--- config.mk ---
export PLATFORM = sky130hd
export DESIGN_NAME = uart_rx
export DESIGN_NICKNAME = d
export VERILOG_FILES = /design/src/rtl/uart_rx.sv
export SDC_FILE = /design/constraint.sdc
export NUM_CORES = 1
export LEC_CHECK = 0
export CAP_MARGIN = 20
export CORE_UTILIZATION = 62
export DETAILED_ROUTE_END_ITERATION = 8
export GPL_ROUTABILITY_DRIVEN = 1
export HOLD_SLACK_MARGIN = 0.12
export PLACE_DENSITY = 0.83
export SLEW_MARGIN = 40
export SYNTH_ARGS = -nofsm -noshare
export SYNTH_HDL_FRONTEND = slang
export SYNTH_SLANG_ARGS = --single-unit
--- constraint.sdc ---
create_clock -name i_clock -period 3.1 [get_ports i_clock]
set_clock_uncertainty 0.05 [all_clocks]
set_input_delay 0.465 -clock i_clock [delete_from_list [all_inputs] [get_ports i_clock]]
set_output_delay 0.465 -clock i_clock [all_outputs]
set_load 0.02 [all_outputs]
--- src/rtl/uart_rx.sv ---
// 8N1 UART receiver. A 2-FF synchroniser feeds a mid-bit sampling FSM.
// Each good byte is delivered with a one-cycle o_valid strobe; a low stop bit raises a one-cycle o_frameError strobe.
module uart_rx #(
    parameter int CLK_FREQUENCY  = 100_000_000,
    parameter int UART_FREQUENCY = 9_200,
    parameter int DATA_SIZE      = 8
) (
    input  logic                 i_clock,
    input  logic                 i_reset,
    input  logic                 i_rx,
    output logic [DATA_SIZE-1:0] o_data,
    output logic                 o_valid,
    output logic                 o_frameError,
    output logic                 o_busy
);

    localparam int CLKS_PER_BIT = CLK_FREQUENCY / UART_FREQUENCY;
    localparam int HALF_BIT     = CLKS_PER_BIT / 2;
    localparam int CNT_W        = $clog2(CLKS_PER_BIT);
    localparam int IDX_W        = $clog2(DATA_SIZE + 1);

    localparam logic [CNT_W-1:0] HALF_LAST = CNT_W'(HALF_BIT - 1);
    localparam logic [CNT_W-1:0] BIT_LAST  = CNT_W'(CLKS_PER_BIT - 1);
    localparam logic [IDX_W-1:0] IDX_LAST  = IDX_W'(DATA_SIZE - 1);

    generate
        if (CLKS_PER_BIT < 4) begin : g_bad_baud
            $error("uart_rx: CLKS_PER_BIT must be at least 4");
        end
    endgenerate

    typedef enum logic [2:0] {
        IDLE,
        START,
        DATA,
        STOP,
        BREAK
    } state_t;

    state_t               state;
    logic [CNT_W-1:0]     cnt;
    logic [IDX_W-1:0]     idx;
    logic [DATA_SIZE-1:0] shift;
    logic                 rx_meta;
    logic                 rxs;

    // NOTE: non-blocking (<=) for every flop so all registers update together on the edge.
    // Both stages reset to the idle-high line level, so reset never looks like a start bit.
    always_ff @(posedge i_clock) begin
        if (i_reset) begin
            rx_meta <= 1'b1;
            rxs     <= 1'b1;
        end else begin
            rx_meta <= i_rx;
            rxs     <= rx_meta;
        end
    end

    // NOTE: reset is synchronous here, so it is tested inside the clocked block and not in the sensitivity list.
    always_ff @(posedge i_clock) begin
        if (i_reset) begin
            state        <= IDLE;
            cnt          <= '0;
            idx          <= '0;
            shift        <= '0;
            o_data       <= '0;
            o_valid      <= 1'b0;
            o_frameError <= 1'b0;
            o_busy       <= 1'b0;
        end else begin
            o_valid      <= 1'b0;
            o_frameError <= 1'b0;
            case (state)
                IDLE: begin
                    cnt <= '0;
                    idx <= '0;
                    if (!rxs) begin
                        state  <= START;
                        o_busy <= 1'b1;
                    end
                end
                START: begin
                    if (cnt == HALF_LAST) begin
                        cnt <= '0;
                        idx <= '0;
                        if (!rxs) begin
                            state <= DATA;
                        end else begin
                            // Line went back high before mid-start: treat it as a glitch.
                            state  <= IDLE;
                            o_busy <= 1'b0;
                        end
                    end else begin
                        cnt <= cnt + 1'b1;
                    end
                end
                DATA: begin
                    if (cnt == BIT_LAST) begin
                        cnt   <= '0;
                        shift <= {rxs, shift[DATA_SIZE-1:1]};
                        if (idx == IDX_LAST) begin
                            idx   <= '0;
                            state <= STOP;
                        end else begin
                            idx <= idx + 1'b1;
                        end
                    end else begin
                        cnt <= cnt + 1'b1;
                    end
                end
                STOP: begin
                    if (cnt == BIT_LAST) begin
                        cnt <= '0;
                        if (rxs) begin
                            // Return at mid-stop so a start edge right after the stop bit is caught.
                            o_data  <= shift;
                            o_valid <= 1'b1;
                            state   <= IDLE;
                            o_busy  <= 1'b0;
                        end else begin
                            o_frameError <= 1'b1;
                            state        <= BREAK;
                        end
                    end else begin
                        cnt <= cnt + 1'b1;
                    end
                end
                BREAK: begin
                    if (rxs) begin
                        state  <= IDLE;
                        o_busy <= 1'b0;
                    end
                end
                default: begin
                    state  <= IDLE;
                    o_busy <= 1'b0;
                end
            endcase
        end
    end

endmodule

== After elaboration in Yosys (flattened, before gate mapping) ==
Cells that the tools add are included.

* Flip-flop bits (word level): 42
* Bits in latches: 0
* RAM bits: 0
* Memory bits (read-only): 0
* Bits of input ports: 3
* Output and inout bits: 11
* Logic and storage cells: 61
* Memories kept: 0

* $add $sub $neg: 2
* Multiply operators: 0
* Divide/modulo/power cells: 0
* $lt $le $gt $ge: 0
* Equal/unequal tests: 13
* Shift operators: 0
* Multiplexer cells: 23
* Bitwise logic cells: 3
* Reduce and logical (&&, ||, !) cells: 10

{| class="wikitable"
|+ Operator list
! operator !! count
|-
| case mux 14 bit (3 select lines) || 1
|-
| 2-to-1 mux 14 bit || 2
|-
| 2-to-1 mux 3 bit || 7
|-
| case mux 3 bit (5 select lines) || 1
|-
| adder 14 x 1 -> 14 bit, second input constant || 1
|-
| == test 14 x 13 -> 1 bit, second input constant || 1
|-
| == test 14 bit, second input constant || 1
|-
| 2-to-1 mux 4 bit || 3
|-
| != test 2 bit, second input constant || 6
|-
| case mux 4 bit (3 select lines) || 1
|-
| == test 3 x 2 -> 1 bit, second input constant || 2
|-
| 2-to-1 mux 1 bit || 6
|-
| AND reduction 3 bit || 2
|-
| AND reduction 6 bit || 1
|-
| nonzero test 3 bit || 2
|-
| case mux 1 bit (5 select lines) || 1
|-
| adder 4 x 1 -> 4 bit, second input constant || 1
|-
| == test 4 x 3 -> 1 bit, second input constant || 1
|-
| AND reduction 4 bit || 1
|-
| == test 3 x 1 -> 1 bit, second input constant || 1
|-
| == test 3 bit, second input constant || 1
|-
| zero test 3 bit || 1
|-
| NOT 1 bit || 3
|-
| OR reduction 3 bit || 1
|-
| 3 further kinds || 3
|}

== Logic depth before layout (Yosys ltp) ==
Gate-level depths: netlist of the first run.

* Depth in word-level cells: 4
* Mapped depth: 9

== Worst setup path before layout of the first run ==
OpenSTA, ideal clock, no wires.

* Kind: reg-to-reg
* From: reg cnt[0]
* To: reg cnt[12]
* Data arrival time: 1783 ps
* Data required time: 2976 ps
* Setup slack: 1192 ps
* Stages on the path, launching flop included: 9
* Buffers on the path: 1
* Clock period less this slack: 1908 ps
* Cell sequence: dfxtp_1 inv_1 ha_1 and4b_1 and4_4 buf_6 o32a_4 or3_1 a31oi_1

* Longest elaborated chain between the ends: 3
* Elaborated cells on any way between the ends: 6
* Classes of those cells: add/sub: 1; eq/ne: 2; mux: 3

{| class="wikitable"
|+ RTL lines
! what !! RTL line !! RTL
|-
| from (decl) || 41 || <nowiki>logic [CNT_W-1:0] cnt;</nowiki>
|-
| from (signal assigned) || 94 || <nowiki>cnt <= cnt + 1'b1;</nowiki>
|-
| from (signal assigned) || 108 || <nowiki>cnt <= cnt + 1'b1;</nowiki>
|-
| from (signal assigned) || 125 || <nowiki>cnt <= cnt + 1'b1;</nowiki>
|-
| adder 14 x 1 -> 14 bit, or another cell as far along || 94, 108, 125 ||
|-
| 2-to-1 mux 14 bit, on equally long branches || 98, 112, 83 ||
|-
| case mux 14 bit (3 select lines) (*) || 73 || <nowiki>case (state)</nowiki>
|}

Mark *: on every way between the ends. The rest lies on a longest branch, timed or not.
A chain may end at the register's enable or synchronous reset.

== Final worst setup path of the first run ==
* From: reg cnt[0]
* To: reg o_data[7]

* Longest elaborated chain between the ends: 2

{| class="wikitable"
|+ RTL lines
! what !! RTL line !! RTL
|-
| == test 14 bit || 112 || <nowiki>if (cnt == BIT_LAST) begin</nowiki>
|-
| AND reduction 3 bit (no line) || - ||
|-
| to (signal assigned) || 116 || <nowiki>o_data <= shift;</nowiki>
|-
| to (decl) || 11 || <nowiki>output logic [DATA_SIZE-1:0] o_data,</nowiki>
|}

No other way between the ends.

==> metrics.md, run 1 <==
| Metric | Value |
|---|---|
| Status | finished, violations left |
| Failing checks | DRC |
| Synthesis warning total | 0 |
| Total CTS buffers | 5 |
| Skew-Pair Late Insertion Delay | 0.36 ns |
| Req. time, crit path | 3.27 ns |
| Routed wire length | 3700 um |
| Vias | 1,561 |
| Post-Synth Adder-Cell Area | 2.54% |
| Sequential fraction of the synthesis area | 42.7% |
| Busiest grt layer | met2 |
| Top cells by count, synth | 42 x dfxtp_1, 32 x nor2_1, 16 x mux2i_1 |
| Hold Path Cell Cnt | 1 |
| Count leader, synth | dfxtp_1 |
| Setup TNS | 0 ns |
| Syn Area/Cell | 9.17 um^2 |
| Worst Setup SP | cnt[0] |
| Root Driver | clkbuf_4 |
| Fmax | 459 MHz |
| Cell count of the worst reg-to-reg path | 7 |
| Int Pwr | 0.724 mW |
| Leak | 0.772 nW |
| GP Congestion | 0.861 |
| Ant. Diodes | 0 |
| Hold_sp | rx_meta |
| Pwr/cell area | 428 nW/um^2 |
| Post_cts resized | 0 |
| Combinational Power Share | 3.2% |
| Fin crit share | 70.3% |
| Critical path depth | 7 |
| Main combinational cell family by area after synthesis | simple AND/OR/NAND/NOR gates |
| Sw Ratio | 22.3% |
| Drt pass-1 iters | 6 |
| CTS tree | built |
| Post-synth EDFFs | 0 |
| XOR/XNOR Fraction of Synth Area | 3.11% |
| GR Util met3 | 6.37% |
| First-pass GRT wire length | 6280 um |
| I/O Buffers | 13 |
| WS Path Type | reg -> reg |
| Worst path cell trace | inv_1 > ha_1 > and4b_1 > and4_4 > and4_1 > mux2i_1 > nor2_1 |
| Crit-path max cell delay | 0.54 ns |
| Row count | 20 |
| Placed Area | 2090 um^2 |
| Nets@finish | 230 |
| Met2 usage | 36.9% |
| Overall routing resource usage | 24.5% |
| M1 GR Usage | 33.7% |
| Post-CTS setup buffers | 0 |
| DRC | 1 |
| Top FF cell, synth | dfxtp_1 |
| Origin of the critical flop-to-flop path | cnt[0] |
| Post-Synth Simple-Gate Area | 27.9% |
| Final-report max-slew violation count | 0 |
| Max Cap Viol | 0 |
| Core Region | 3030 um^2 |
| Worst endpoint data arrival time | 2.35 ns |
| Slowest CP cell | and4_1 |
| Critical path fanouts, max | 9 |
| Chip width | 58.4 um |
| Layout cells sized above 1 | 7.59% |
| Synth Area in Compound Gates | 10.9% |
| Crit path capture type | register |
| Antenna Nets Post-Route | 0 |
| Final Hold Vio Count | 0 |
| Top cells by area, synth | dfxtp_1 43%, mux2i_1 8.1%, nor2_1 6.1% |
| Mux cell area share after synthesis | 8.13% |
| Final setup fails | 0 |
| Crit path time final | 2.18 ns |
| Hold/Removal Path Class | reg -> reg |
| Post-Synthesis Cells | 215 |
| Post-CTS Hold Buffers | 0 |
| Worst VDD drop | 0.311 mV |
| Largest net degree at the start of global routing | 25 |
| Antenna violations before repair | 0 |
| RSZ-0062 raised after global routing | false |
| Drt via density | 5.82 |
| H-Tree Depth | 2 |
| Worst Setup Start Kind | register |
| Buffer and inverter count on the worst path | 1 |
| Top cell type's share of synthesized area | 42.7% |
| I/O pin count | 14 |
| Worst slew pin tran | 0.791 ns |
| Asr flop ratio synth | 0% |
| Initial core utilization | 65.1% |
| Fin area | 2180 um^2 |
| DR iter-0 viols | 94 |
| Clock power frac | 38.2% |
| GR Overflow Total | 0 |
| Per-cell routed wire length | 13.8 um |
| Net Switching | 0.208 mW |
| CP delay by family, top | simple AND/OR/NAND/NOR gates |
| Die height | 58.4 um |
| HPWL Detailed | 2560 um |
| Seq pwr share | 58.7% |
| Die ar. | 3410 um^2 |
| Vias in the first global route | 1,421 |
| CTS Sinks | 42 |
| Post-synthesis cell area | 1970 um^2 |
| Area Growth Syn to Fin | 10.5% |
| Seq cells post-synth | 42 |
| CTS clk-pin slew, worst paths | 0.13 ns |
| Synth cell types | 52 |
| Top cell type by total area after synthesis | dfxtp_1 |
| Slew HR | 47.1% |
| Clk buf depth | 2 |
| Net count after synthesis | 222 |
-- layout make-up --
class,count,area (um^2)
multi-input combinational,153,1030
fill,245,851
sequential,42,841
timing repair buffer,14,138
tap,44,55.1
clock inverter,3,45.0
clock buffer,5,37.5
inverter,7,26.3
-- per-layer routing --
layer  vias up  part of all wire, %
met3         6                  3.9
li1        781                    -
met1       735                   48
met5         -                    0
met2        39                   47
met4         0                  1.5
-- flip-flops by register name (all words and copies together) (netlist names) --
name and cells:
idx 4, cnt 14, o_valid 1, o_busy 1, rx_meta 1, rxs 1, shift 8, o_data 8
o_frameError 1, state 3
-- worst paths after layout --
kind / endpoint / slack, ns
worst max-delay path: o_data[7] / 0.92
worst min-delay path: rxs / 0.37
worst max register to register: o_data[7] / 0.92
worst min register to register: rxs / 0.37
-- cell families after synthesis --
family	Yosys count
flip-flops	42
multiplexers	16
AND/OR/NAND/NOR	98
XOR/XNOR	7
AO/OA/AOI/OAI	28
adder cells (fa/ha/maj)	4
buffers and inverters	20
-- per-stage QoR --
stage               cells  setup WS, ns  utilization [%]  total power, mW  hold slack (ns)
global route          268         0.727             71.9            0.967            0.389
detailed placement    260         0.882             69.2            0.588            0.344
floorplan             215          1.19                -            0.579            0.339
finish                268         0.920             71.9            0.932            0.372
CTS                   268         0.926             71.9            0.939            0.374
global placement      260         0.952             69.2            0.587            0.342
-- power groups by stage --
stage	clock [mW]	combinational, mW	sequential [mW]
floorplan	0	0.0215	0.558
global placement	0	0.0281	0.559
detailed placement	0	0.0292	0.559
CTS	0.363	0.0293	0.547
global route	0.387	0.0324	0.548
finish	0.356	0.0294	0.547
-- layout by cell type, fill, tap and decap left out, drive strengths merged, types with 4 or more instances in the layout --
cell type	instances
a21oi	5
a31oi	5
clkbuf	5
clkdlybuf4s50	13
dfxtp	42
ha	4
inv	7
mux2i	16
nand2	13
nand3	9
nor2	32
nor2b	7
nor3	5
or3	4
xor2	4
Power figures use the tool's default switching activity.
==> inputs of run 2 (changes only) <==
- CORE_UTILIZATION: 62 -> 57
- PLACE_DENSITY: 0.83 -> 0.78
- clock period: 3.1 -> 2.2 ns (I/O delays scaled with it)
==> metrics.md, run 2 (synthesis gave the netlist of run 1 again) <==
| Metric | Value |
|---|---|
| Commonest non-fill, non-tap cell in the layout | dfxtp_1 |
| Largest register by flop count | cnt |
| Placed Area | 2120 um^2 |
| I/O pin count | 14 |
| Final Util | 69.3% |
| Largest net degree at the start of global routing | 40 |
| Row count | 20 |
| Hold-critical path endpoint | rxs |
| Total CTS buffers | 5 |
| Worst slew pin tran | 0.556 ns |
| Final Hold Vio Count | 0 |
| GR Overflow Total | 0 |
| Overall routing resource usage | 22.3% |
| Crit path capture type | register |
| Hold/Removal Path Class | reg -> reg |
| CTS Sinks | 42 |
| Worst VDD drop | 0.320 mV |
| Worst Setup SP | cnt[0] |
| CTS clk-pin slew, worst paths | 0.11 ns |
| Vias in the first global route | 1,360 |
| Fin area | 2200 um^2 |
| Core Region | 3180 um^2 |
| Slowest CP cell | dfxtp_1 |
| WS Path Type | reg -> reg |
| Final-report max-slew violation count | 0 |
| Antenna violations before repair | 0 |
| Most frequent cells in the layout | 42 x dfxtp_1, 32 x nor2_1, 16 x mux2i_1, 13 x nand2_1, 13 x clkdlybuf4s50_1 |
| Setup TNS | 0 ns |
| Root Driver | clkbuf_4 |
| Skew-Pair Late Insertion Delay | 0.36 ns |
| Clk buf depth | 2 |
| DRC | 0 |
| Hold_sp | rx_meta |
| Fillers | 272 |
| Crit-path max cell delay | 0.41 ns |
| First-pass GRT wire length | 6070 um |
| Layout cells sized above 1 | 7.96% |
| Per-cell routed wire length | 13.6 um |
| Status | finished, final reports clean |
| CTS tree | built |
| Post-CTS Hold Buffers | 0 |
| Initial core utilization | 62.0% |
| H-Tree Depth | 2 |
| I/O Buffers | 13 |
| Drt via density | 5.81 |
| Drt pass-1 iters | 5 |
| Req. time, crit path | 2.44 ns |
| Routed wire length | 3670 um |
| Origin of the critical flop-to-flop path | cnt[0] |
| Cell count of the worst reg-to-reg path | 7 |
| Post-CTS setup buffers | 0 |
| Die ar. | 3700 um^2 |
| Flop2flop setup slack | 0.18 ns |
| Crit path time final | 2.02 ns |
| Largest regs | cnt (14), o_data (8), shift (8) |
| Max Cap Viol | 0 |
| Slew HR | 62.7% |
| Max FFs per register | 14 |
| Fin crit share | 91.8% |
| DR iter-0 viols | 98 |
| Area Growth Syn to Fin | 11.7% |
| Vias | 1,569 |
| Reg2reg end | cnt[12] |
| Final setup fails | 0 |
| GP Congestion | 0.816 |
| Fmax | 495 MHz |
| Ant. Diodes | 0 |
| Pwr/cell area | 593 nW/um^2 |
| Leak | 0.787 nW |
| Worst Setup Start Kind | register |
| Worst endpoint data arrival time | 2.26 ns |
| Antenna Nets Post-Route | 0 |
| Die height | 60.8 um |
| Hold Path Cell Cnt | 1 |
| HPWL Detailed | 2530 um |
| Worst path cell trace | inv_1 > ha_1 > and4b_1 > and4_4 > o32a_4 > or3_1 > a31oi_1 |
| Critical path fanouts, max | 9 |
| Chip width | 60.8 um |
| Nets@finish | 232 |
| RSZ-0062 raised after global routing | false |
| Post_cts resized | 0 |
==> run 2: where the power goes <==
group | total [mW] | leakage [nW] | internal (mW) | switching (mW)
Sequential | 0.770 | 0.339 | 0.765 | 0.00540
Combinational | 0.0450 | 0.409 | 0.0198 | 0.0252
Clock | 0.490 | 0.0385 | 0.240 | 0.250
Total | 1.31 | 0.787 | 1.02 | 0.281
==> run 2: layout make-up <==
cell class / count / area [um^2] / share of cell area [%]
multi-input combinational: 153 / 1030 / 47.0
sequential: 42 / 841 / 38.2
timing repair buffer: 16 / 165 / 7.50
tap: 44 / 55.1 / 2.50
clock buffer: 6 / 41.3 / 1.88
clock inverter: 2 / 37.5 / 1.71
inverter: 7 / 26.3 / 1.19
==> run 2: worst max-delay path: cells and delay by family, from the launching register on <==
kind	cells	cell delay, ns
AOI/OAI and AO/OA	2	0.44
adders and majority gates	1	0.21
buffers and inverters	1	0.10
DFF	1	0.41
and+or+nand+nor	3	0.75
==> run 2: worst max-delay path by stage <==
stage | endpoint | slack [ns] | cells after the start
after CTS | cnt[12] | 0.18 | 7
after global placement | cnt[12] | 0.30 | 7
final | cnt[12] | 0.18 | 7
after global routing | cnt[12] | 0.05 | 7
after floorplan | cnt[12] | 0.29 | 8
after detailed placement | cnt[12] | 0.20 | 7
==> run 2: through the flow <==
stage	total power, mW	instances	hold slack, ns	worst slack, ns
after floorplan	0.816	215	0.339	0.292
after global placement	0.830	262	0.348	0.296
after detailed placement	0.832	262	0.353	0.201
after CTS	1.31	270	0.380	0.180
after global routing	1.35	270	0.389	0.0496
final	1.31	270	0.382	0.180
==> run 2: routing by layer <==
layer  wire length (um)  global-route usage (%)  up-vias
li1                   -                       -      784
met1               1780                    30.6      740
met2               1660                    33.3       37
met3                168                    4.05        8
met4                 54                    11.7        0
met5                  0                       0        -
==> inputs of run 3 (changes only) <==
- TNS_END_PERCENT: default -> 10
==> results of run 3 <==
Same layout as run 2: the final DEF is identical, and so are final timing and power.
